### src/rtl/fetch_sequencer_if.sv
// Fetch-sequencer bus bundle: the instruction-memory port, the front-end
// control inputs (halt / redirect) and the decode-side valid/ready port.
interface fetch_sequencer_if #(
   parameter int ADDR_W = 5,
   parameter int DATA_W = 32
);
   logic [ADDR_W-1:0] mem_addr;
   logic [DATA_W-1:0] mem_rdata;
   logic              halt;
   logic              redirect;
   logic [ADDR_W-1:0] redirect_addr;
   logic              out_valid;
   logic              out_ready;
   logic [DATA_W-1:0] out_instr;
   logic [ADDR_W-1:0] out_pc;
   logic [15:0]       fetch_count;

   // Sequencer side
   modport master (
      output mem_addr,
      input  mem_rdata,
      input  halt,
      input  redirect,
      input  redirect_addr,
      output out_valid,
      input  out_ready,
      output out_instr,
      output out_pc,
      output fetch_count
   );

   // Memory / decode / control side
   modport slave (
      input  mem_addr,
      output mem_rdata,
      output halt,
      output redirect,
      output redirect_addr,
      input  out_valid,
      output out_ready,
      input  out_instr,
      input  out_pc,
      input  fetch_count
   );
endinterface

### src/rtl/fetch_sequencer.sv
// Instruction-fetch sequencer: drives the PC onto a combinational-read
// instruction memory, captures {pc, word} into a small circular prefetch
// queue and hands instructions to decode over valid/ready. Supports
// backpressure, halt, and branch/jump redirect with queue flush.
module fetch_sequencer #(
   parameter int ADDR_W = 5,
   parameter int DATA_W = 32,
   parameter int DEPTH  = 2
) (
   input  logic               clk,
   input  logic               reset,
   fetch_sequencer_if.master  bus
);
   localparam int PTR_W = $clog2(DEPTH);
   localparam int CNT_W = $clog2(DEPTH + 1);
   localparam logic [CNT_W-1:0] DEPTH_C = CNT_W'(DEPTH);

   logic [ADDR_W-1:0] pc_q, pc_d;
   logic [PTR_W-1:0]  head_q, head_d;
   logic [PTR_W-1:0]  tail_q, tail_d;
   logic [CNT_W-1:0]  count_q, count_d;
   logic [15:0]       fcnt_q, fcnt_d;

   logic [ADDR_W-1:0] pc_mem_q    [DEPTH];
   logic [DATA_W-1:0] instr_mem_q [DEPTH];

   logic pop;
   logic push;
   logic unused_ok;

   // Redirect targets are word aligned; the two low address bits are dropped.
   assign unused_ok = ^bus.redirect_addr[1:0];

   // A pop frees a slot in the same cycle, so a full queue can still accept
   // a push when decode takes the head (out_ready -> push is combinational).
   assign pop  = bus.out_valid & bus.out_ready;
   assign push = ~bus.redirect & ~bus.halt & ((count_q < DEPTH_C) | pop);

   assign bus.mem_addr    = pc_q;
   assign bus.out_valid   = (count_q != '0);
   assign bus.out_instr   = instr_mem_q[head_q];
   assign bus.out_pc      = pc_mem_q[head_q];
   assign bus.fetch_count = fcnt_q;

   // Next-state: redirect flushes and reloads the PC, otherwise push/pop.
   always_comb begin
      pc_d    = pc_q;
      head_d  = head_q;
      tail_d  = tail_q;
      count_d = count_q;
      fcnt_d  = fcnt_q;
      if (bus.redirect) begin
         pc_d    = {bus.redirect_addr[ADDR_W-1:2], 2'b00};
         head_d  = '0;
         tail_d  = '0;
         count_d = '0;
      end else begin
         if (push) begin
            tail_d = tail_q + PTR_W'(1);
            pc_d   = pc_q + ADDR_W'(4);
            fcnt_d = fcnt_q + 16'd1;
         end
         if (pop) begin
            head_d = head_q + PTR_W'(1);
         end
         if (push && !pop) begin
            count_d = count_q + CNT_W'(1);
         end else if (pop && !push) begin
            count_d = count_q - CNT_W'(1);
         end
      end
   end

   // Control registers: PC, pointers, occupancy and fetch counter.
   always_ff @(posedge clk) begin
      if (reset) begin
         pc_q    <= '0;
         head_q  <= '0;
         tail_q  <= '0;
         count_q <= '0;
         fcnt_q  <= '0;
      end else begin
         pc_q    <= pc_d;
         head_q  <= head_d;
         tail_q  <= tail_d;
         count_q <= count_d;
         fcnt_q  <= fcnt_d;
      end
   end

   // Queue storage: cleared on reset so the head reads zero, written at tail on push.
   always_ff @(posedge clk) begin
      if (reset) begin
         for (int i = 0; i < DEPTH; i++) begin
            pc_mem_q[i]    <= '0;
            instr_mem_q[i] <= '0;
         end
      end else if (push) begin
         pc_mem_q[tail_q]    <= pc_q;
         instr_mem_q[tail_q] <= bus.mem_rdata;
      end
   end
endmodule

### src/flat_wrapper.sv
// flat-port wrapper written by rule: the top's interface ports become plain ports
module fetch_sequencer_flat 
#(
   parameter int ADDR_W = 5,
   parameter int DATA_W = 32,
   parameter int DEPTH  = 2
)
  (clk, reset, bus_mem_addr, bus_mem_rdata, bus_halt, bus_redirect, bus_redirect_addr, bus_out_valid, bus_out_ready, bus_out_instr, bus_out_pc, bus_fetch_count);
  fetch_sequencer_if #(.ADDR_W(ADDR_W), .DATA_W(DATA_W)) bus_i ();
  input  logic clk;
  input  logic reset;
  output wire logic [$bits(bus_i.mem_addr)-1:0] bus_mem_addr;
  input wire logic [$bits(bus_i.mem_rdata)-1:0] bus_mem_rdata;
  input wire logic [$bits(bus_i.halt)-1:0] bus_halt;
  input wire logic [$bits(bus_i.redirect)-1:0] bus_redirect;
  input wire logic [$bits(bus_i.redirect_addr)-1:0] bus_redirect_addr;
  output wire logic [$bits(bus_i.out_valid)-1:0] bus_out_valid;
  input wire logic [$bits(bus_i.out_ready)-1:0] bus_out_ready;
  output wire logic [$bits(bus_i.out_instr)-1:0] bus_out_instr;
  output wire logic [$bits(bus_i.out_pc)-1:0] bus_out_pc;
  output wire logic [$bits(bus_i.fetch_count)-1:0] bus_fetch_count;
  assign bus_mem_addr = bus_i.mem_addr;
  assign bus_i.mem_rdata = bus_mem_rdata;
  assign bus_i.halt = bus_halt;
  assign bus_i.redirect = bus_redirect;
  assign bus_i.redirect_addr = bus_redirect_addr;
  assign bus_out_valid = bus_i.out_valid;
  assign bus_i.out_ready = bus_out_ready;
  assign bus_out_instr = bus_i.out_instr;
  assign bus_out_pc = bus_i.out_pc;
  assign bus_fetch_count = bus_i.fetch_count;
  fetch_sequencer #(.ADDR_W(ADDR_W), .DATA_W(DATA_W), .DEPTH(DEPTH)) u_core (.clk(clk), .reset(reset), .bus(bus_i));
endmodule
### config.mk
export PLATFORM = sky130hd
export DESIGN_NAME = fetch_sequencer_flat
export DESIGN_NICKNAME = d
export VERILOG_FILES = /design/src/rtl/fetch_sequencer_if.sv /design/src/rtl/fetch_sequencer.sv /design/src/flat_wrapper.sv
export SDC_FILE = /design/constraint.sdc
export NUM_CORES = 1
export LEC_CHECK = 0
export CAP_MARGIN = 20
export CORE_UTILIZATION = 50
export DETAILED_ROUTE_END_ITERATION = 10
export PLACE_DENSITY = 0.89
export SLEW_MARGIN = 20
export SYNTH_ARGS = -nofsm -noshare
export SYNTH_HDL_FRONTEND = slang
export SYNTH_SLANG_ARGS = --single-unit
### constraint.sdc
create_clock -name clk -period 3.7 [get_ports clk]
set_clock_uncertainty 0.15 [all_clocks]
set_input_delay 0.74 -clock clk [delete_from_list [all_inputs] [get_ports clk]]
set_output_delay 0.74 -clock clk [all_outputs]
set_load 0.02 [all_outputs]
# [Word level (Yosys, flattened, before mapping)]
# Memory sizes are Yosys's and may differ from the RTL's. A register that Yosys moved wholly into a read port is not among the register bits.
# Index checks and enable logic that the tools add are counted.
[totals] wordCells=51 n_memories=2 mem_bits_rw=74 output_inout_bits=59 register_bits=25 inputBits=42
[mem_list] memory="u_core.instr_mem_q" words=2 word_bits=32 read_ports=1 rd_clocked_by_memory_dff=1 write_ports=2 line_no="fetch_sequencer.sv:25" text="logic [DATA_W-1:0] instr_mem_q [DEPTH];"
[mem_list] memory="u_core.pc_mem_q" words=2 word_bits=5 read_ports=1 rd_clocked_by_memory_dff=1 write_ports=2 line_no="fetch_sequencer.sv:24" text="logic [ADDR_W-1:0] pc_mem_q [DEPTH];"
[classes] magnitude_cmp=1 bitwise_logic=6 n_mux=19 addsub=6 reduce_logical=11
[ops] operator="two-way mux 32 bit" n=1
[ops] operator="OR reduction 32 bit" n=1
[ops] operator="adder 16 x 1 -> 16 bit (second input constant)" n=1
[ops] operator="two-way mux 5 bit" n=3
[ops] operator="two-way mux 1 bit" n=13
[ops] operator="nonzero test 2 bit" n=3
[ops] operator="adder 5 x 3 -> 5 bit (second input constant)" n=1
[ops] operator="OR reduction 5 bit" n=1
[ops] operator="two-way mux 2 bit" n=2
[ops] operator="bitwise AND 1 bit" n=3
[ops] operator="adder 1 bit (second input constant)" n=2
[ops] operator="adder 2 x 1 -> 2 bit (second input constant)" n=1
[ops] operator="logical AND 1 bit" n=2
[ops] operator="logical NOT 1 bit" n=2
[ops] operator="< comparator 2 bit (second input constant)" n=1
[ops] operator="NOT 1 bit" n=2
[ops] operator="AND reduction 2 bit" n=1
[ops] operator="OR reduction 2 bit" n=1
[ops] operator="subtractor 2 x 1 -> 2 bit (second input constant)" n=1
[ops] operator="bitwise OR 1 bit" n=1

# [Logic depth before layout (Yosys ltp)]
# Gate-level depths: netlist of the first run.
[logic_depth] word_depth=9 ltp_mapped=9 ltp_nobuf=8

# [Worst setup path before layout of the first run]
# No wires, ideal clock.
[synth_path] path_kind="input-to-reg" startpoint="input bus_redirect" endpoint="memory u_core.instr_mem_q[0][0], enable pin" n_path_buf=1 cell_stages=4 slack_ps=262 required_time_ps=3115 setup_ps=435 arrival_time_ps=2853 path_cell_list="buf_2 nor2_8 nand2_2 o21bai_1"
[synth_lines] element="start, declared" line_no="flat_wrapper.sv:15" text="input wire logic [$bits(bus_i.redirect)-1:0] bus_redirect;"
[synth_lines] element="end, declared" line_no="fetch_sequencer.sv:25"

==> impl_metrics.py, run 1 <==
metrics = {
    "synthesis": {
        "postSynthCellCount": 316,
        "synth_top_flop_cell": "edfxtp_1",
        "avgSynthCellArea_um2": 13.26,
        "synth_edf_count": 70,
        "yosysMostFrequentCell": "and2_1",
        "ys_top_cells_by_count": "and2_1 (71), edfxtp_1 (70), mux2_2 (35), dfxtp_1 (24)",
        "yosysWarnings": 0,
        "synth_top_area_share_pct": 50.15,
        "synth_seq_cells": 94,
        "synth_top_area_cell": "edfxtp_1",
        "synth_cell_types": 44,
        "synth_area_um2": 4192,
        "ys_seq_area_share_pct": 61.61,
        "async_flop_share_pct": 0,
        "synth_area_leaders": "edfxtp_1 (50%), dfxtp_1 (11%), and2_1 (11%)",
    },
    "worst_hold_path": {
        "min_from": "u_core.bus.fetch_count[15]$_SDFFE_PP0P_",
        "hold_class": "reg2reg",
        "holdPathEnd": "u_core.bus.fetch_count[15]$_SDFFE_PP0P_",
        "holdPathStages": 2,
    },
    "drt": {
        "drc": 0,
        "vias_per_cell": 5.340,
        "drt_iter0_markers": 95,
        "wl_per_cell_um": 15.57,
        "vias": 2793,
        "postRouteAntennaNets": 0,
        "drt_wl_total_um": 8143,
        "firstDrtPassIters": 4,
    },
    "sta": {
        "hold_ws_ns": 0.3403,
        "rsz0062_at_grt": "no",
        "tightestPinTransition_ns": 0.5010,
        "setup_viol": 0,
        "finalSetupTns_ns": 0,
        "layout_min_cycle_time_ns": 3.041,
        "fin_crit_sh_pct": 82.18,
        "setup_ws_ns": 0.6592,
        "max_slew_margin_pct": 66.50,
        "hold_viol_final": 0,
        "max_freq_mhz": 328.9,
        "drv_slew": 0,
    },
    "floorplanning": {
        "die-area_um2": 8753,
        "io_pins": 101,
        "dieWidth_um": 93.56,
        "initial_core_util_pct": 51.27,
        "fp-row-count": 33,
        "core_um2": 8175,
        "die_y_um": 93.56,
    },
    "clock_tree": {
        "post_cts_buffers": 0,
        "cts_tree": "yes",
        "h-tree-depth": 3,
        "cts.sinks": 94,
        "clockRootBuffer": "clkbuf_8",
        "ctsLongestPathBuffers": 2,
        "insertion_delay_ns": 0.35,
        "cts-resized-gates": 0,
        "holdBufCountCts": 0,
        "clk_pin_slew_ns": 0.09,
        "numCtsBuffers": 9,
    },
    "worst_setup_path": {
        "r2r_setup_slack_ns": 1.72,
        "crit_fanout": 19,
        "critPathRequiredTime_ns": 2.81,
        "r2r-start": "u_core.count_q[1]$_SDFFE_PP0P_",
        "cp_top_family": "buffers and inverters",
        "critical_path.max_stage_delay_ns": 0.62,
        "r2r-end": "u_core.count_q[1]$_SDFFE_PP0P_",
        "arrival_ns": 2.15,
        "path_cells": "buf_4, mux2_2, clkdlybuf4s50_1",
        "rr_worst_depth": 8,
        "critPathCaptureType": "output pin",
        "slowest_stage": "dfxtp_2",
        "cp.buffers_inverters": 2,
        "crit_type": "reg2out",
        "start_kind": "register",
    },
    "layout": {
        "final_cells": 523,
        "syn_to_final_growth_pct": 30.51,
        "antennaDiodeCount": 0,
        "fin_util_pct": 66.91,
        "fin_nets": 458,
        "design_area_um2": 5470,
        "drive_above_1_share_pct": 17.70,
    },
    "power": {
        "power.leakage_nw": 2.022,
        "total_power_mw": 2.231,
        "vdd_drop_max_mv": 0.2212,
        "power.density_nw_per_um2": 407.8,
    },
    "global_route": {
        "track_usage_pct": 19.42,
        "antenna_found_initial": 0,
        "overflow": 0,
        "grt_pass1_wl_um": 13010,
        "grt_pass1_vias": 2759,
        "grt_max_degree": 36,
    },
    "place": {
        "gp_congestion": 0.8286,
        "dp.cells": 507,
        "dpl-instance-area_um2": 5243,
        "pre_cts_ws_ns": 0.5776,
        "hpwl_um": 5451,
        "port_buffers": 94,
    },
    "flow_run": {
        "cap_violations": 0,
    },
    "status": {
        "status": "finished clean",
    },
}
==> placed cells by master (no fill, tap or decap), types with 6 or more instances in the layout <==
cell type        count
clkdlybuf4s50_1     94
and2_1              71
edfxtp_1            70
mux2_2              35
dfxtp_1             23
a21oi_1             10
nor2_1              10
xor2_1               9
clkbuf_8             9
buf_4                8
nand2_1              6
==> registers in the layout (all words and copies together), names as in the netlist, named ones only <==
| name | flops |
|---|---|
| u_core.tail_q | 1 |
| u_core.bus.mem_addr | 3 |
| u_core.head_q | 1 |
| u_core.pc_mem_q | 6 |
| u_core.bus.fetch_count | 16 |
| u_core.count_q | 2 |
| u_core.instr_mem_q | 64 |
==> power by group <==
group | switching (mW) | leakage (nW) | total (mW) | internal (mW)
clock | 0.370 | 0.108 | 0.760 | 0.390
combinational | 0.131 | 0.986 | 0.272 | 0.141
sequential | 0.0195 | 0.928 | 1.20 | 1.18
==> logic make-up (layout without fill, tap and decap cells) <==
family	Yosys count	after routing	share of synthesized area, %
muxes	35	35	9.403
xor gates and xnor gates	13	13	2.716
DFF	94	94	61.61
AOI/OAI and AO/OA	24	24	3.463
buffers and inverters	22	121	3.075
other	1	4	0.08947
and+or+nand+nor	124	124	18.75
adders and majority gates	3	3	0.8956
==> worst max path at each step <==
stage | startpoint | to | slack (ns) | cells after the start
floorplan | bus_redirect | u_core.instr_mem_q[0][0]$_SDFFCE_PN0P_ | 0.26 | 4
global placement | bus_redirect | u_core.instr_mem_q[1][25]$_SDFFCE_PN0P_ | 0.58 | 6
detailed placement | bus_redirect | u_core.instr_mem_q[1][26]$_SDFFCE_PN0P_ | 0.58 | 6
CTS | register | bus_out_instr[6] | 0.60 | 3
global route | register | bus_out_instr[26] | 0.54 | 3
finish | register | bus_out_instr[6] | 0.66 | 3
==> routing by layer <==
| metal | track usage [%] | wire length [um] |
|---|---|---|
| met1 | 22.13 | 3185 |
| met2 | 35.48 | 4396 |
| met3 | 4.715 | 495 |
| met4 | 6.410 | 65 |
| met5 | 0 | 0 |
==> area by class of cell <==
cell class	instances	area, um2
clock buffer	9	123.9
clock inverter	7	103.9
fill	587	2705
inverter	3	11.26
multi-input combinational	203	1515
sequential	94	2584
tap	105	131.4
timing repair buffer	102	1001
==> tightest hold or removal path, stage by stage, from the launching register on <==
cell	delay (ns)
dfxtp_1	0.33
o31ai_1	0.06
a21oi_1	0.05
No activity file was read; power rests on OpenSTA's default activity.
==> inputs of run 2 (changes only) <==
- clock period: 3.7 -> 2.8 ns (I/O delays scaled with it)
==> run 2 against run 1 <==
  * Critical path type unchanged
  * First-iteration DRC count grew 22%
  * Critical endpoint is now bus_out_instr[4]
  * Largest cell class unchanged
  * Routed wire length shrank 0.56%
  * Highest routed layer unchanged
  * Largest power group unchanged
  * Clock power grew 1%
==> impl_metrics.py, run 2 (same netlist as run 1, synthesis figures left out) <==
metrics = {
    "worst_setup_path": {
        "crit_type": "reg2out",
        "start_kind": "register",
        "slowest_stage": "clkdlybuf4s50_1",
        "path_cells": "buf_12, mux2_2, clkdlybuf4s50_1",
        "critPathCaptureType": "output pin",
        "critical_path.max_stage_delay_ns": 0.56,
        "crit_fanout": 26,
        "arrival_ns": 1.92,
        "rr_worst_depth": 5,
        "critPathRequiredTime_ns": 2.09,
        "r2r_setup_slack_ns": 0.91,
    },
    "status": {
        "status": "finished clean",
    },
    "layout": {
        "layout_commonest_cell": "clkdlybuf4s50_1",
        "largest-register": "u_core.instr_mem_q",
        "antennaDiodeCount": 0,
        "largest_reg_flops": 64,
        "final_cells": 526,
        "fin_util_pct": 66.91,
        "fin_nets": 461,
        "final_cell_mix": "clkdlybuf4s50_1 (94), and2_1 (71), edfxtp_1 (70), mux2_2 (35), dfxtp_1 (23)",
        "syn_to_final_growth_pct": 30.51,
        "fill_cells": 608,
        "design_area_um2": 5470,
        "drive_above_1_share_pct": 17.58,
    },
    "clock_tree": {
        "post_cts_buffers": 0,
        "cts.sinks": 94,
        "clk_pin_slew_ns": 0.09,
        "h-tree-depth": 3,
        "cts_tree": "yes",
        "insertion_delay_ns": 0.35,
        "holdBufCountCts": 0,
        "numCtsBuffers": 9,
        "clockRootBuffer": "clkbuf_8",
        "ctsLongestPathBuffers": 2,
    },
    "floorplanning": {
        "dieWidth_um": 93.56,
        "die-area_um2": 8753,
        "fp-row-count": 33,
        "die_y_um": 93.56,
        "core_um2": 8175,
        "io_pins": 101,
        "initial_core_util_pct": 51.27,
    },
    "global_route": {
        "grt_max_degree": 36,
        "grt_pass1_vias": 2671,
        "antenna_found_initial": 0,
        "overflow": 0,
        "grt_pass1_wl_um": 12770,
        "track_usage_pct": 19.26,
    },
    "drt": {
        "drt_iter0_markers": 116,
        "firstDrtPassIters": 5,
        "postRouteAntennaNets": 0,
        "drc": 0,
        "wl_per_cell_um": 15.39,
        "vias_per_cell": 5.202,
        "vias": 2736,
        "drt_wl_total_um": 8097,
    },
    "power": {
        "vdd_drop_max_mv": 0.2390,
        "total_power_mw": 2.721,
        "power.density_nw_per_um2": 497.5,
        "power.leakage_nw": 2.023,
    },
    "sta": {
        "hold_ws_ns": 0.3459,
        "fin_crit_sh_pct": 94.11,
        "max_freq_mhz": 379.5,
        "hold_viol_final": 0,
        "layout_min_cycle_time_ns": 2.635,
        "drv_slew": 0,
        "finalSetupTns_ns": 0,
        "setup_viol": 0,
        "rsz0062_at_grt": "no",
        "setup_ws_ns": 0.1650,
    },
    "worst_hold_path": {
        "holdPathStages": 2,
        "hold_class": "reg2reg",
    },
    "place": {
        "dpl-instance-area_um2": 5303,
        "hpwl_um": 5378,
        "dp.cells": 510,
        "pre_cts_ws_ns": 0.2786,
        "port_buffers": 94,
        "gp_congestion": 0.8085,
    },
    "flow_run": {
        "cap_violations": 0,
    },
}
-- run 2: changes by cell type in the layout (fill, tap and decap cells not counted), sizes merged --
| cell | change |
|---|---|
| buf | +3 |
| bufinv | -2 |
| clkinv | +6 |
| clkinvlp | -1 |
| inv | -3 |
-- run 2: power by group --
group          internal (mW)  total, mW  switching, mW
sequential              1.56       1.58         0.0255
combinational          0.194      0.369          0.174
clock                  0.315      0.770          0.454
-- run 2: cell type report --
cell class / count / area, um2 / area share, %
Sequential cell: 94 / 2586 / 47.28
Tap cell: 105 / 131.4 / 2.402
Inverter: 3 / 11.26 / 0.2059
Multi-Input combinational cell: 203 / 1515 / 27.70
Clock inverter: 7 / 41.29 / 0.7548
Clock buffer: 9 / 123.9 / 2.264
Timing Repair Buffer: 105 / 1061 / 19.40
-- run 2: worst max-delay path: cells and delay by family, from the launching register on --
kind | cells | cell delay (ns)
buf+inv | 2 | 0.77
flops | 1 | 0.45
mux | 1 | 0.36
-- run 2: timing repair --
action	4_1_cts	5_1_grt
resized for setup	0	1
endpoints found under the hold margin	0	0
endpoints found under the setup margin	0	6
-- run 2: worst paths after layout --
path,end,start
setup reg to reg,u_core.bus.fetch_count[14]$_SDFFE_PP0P_,u_core.bus.fetch_count[0]$_SDFFE_PP0P_
setup / recovery,bus_out_instr[4],register
hold reg to reg,u_core.bus.fetch_count[15]$_SDFFE_PP0P_,u_core.bus.fetch_count[15]$_SDFFE_PP0P_
hold / removal,u_core.bus.fetch_count[15]$_SDFFE_PP0P_,u_core.bus.fetch_count[15]$_SDFFE_PP0P_
-- run 2: routing by layer --
metal / wire, um / part of all wire, % / vias up / GRT usage (%)
li1: - / - / 1318 / -
met5: 0 / 0 / - / 0
met3: 432 / 5.3 / 2 / 4.309
met1: 3411 / 42 / 1329 / 23.55
met4: 25 / 0.31 / 0 / 5.000
met2: 4228 / 52 / 87 / 34.31
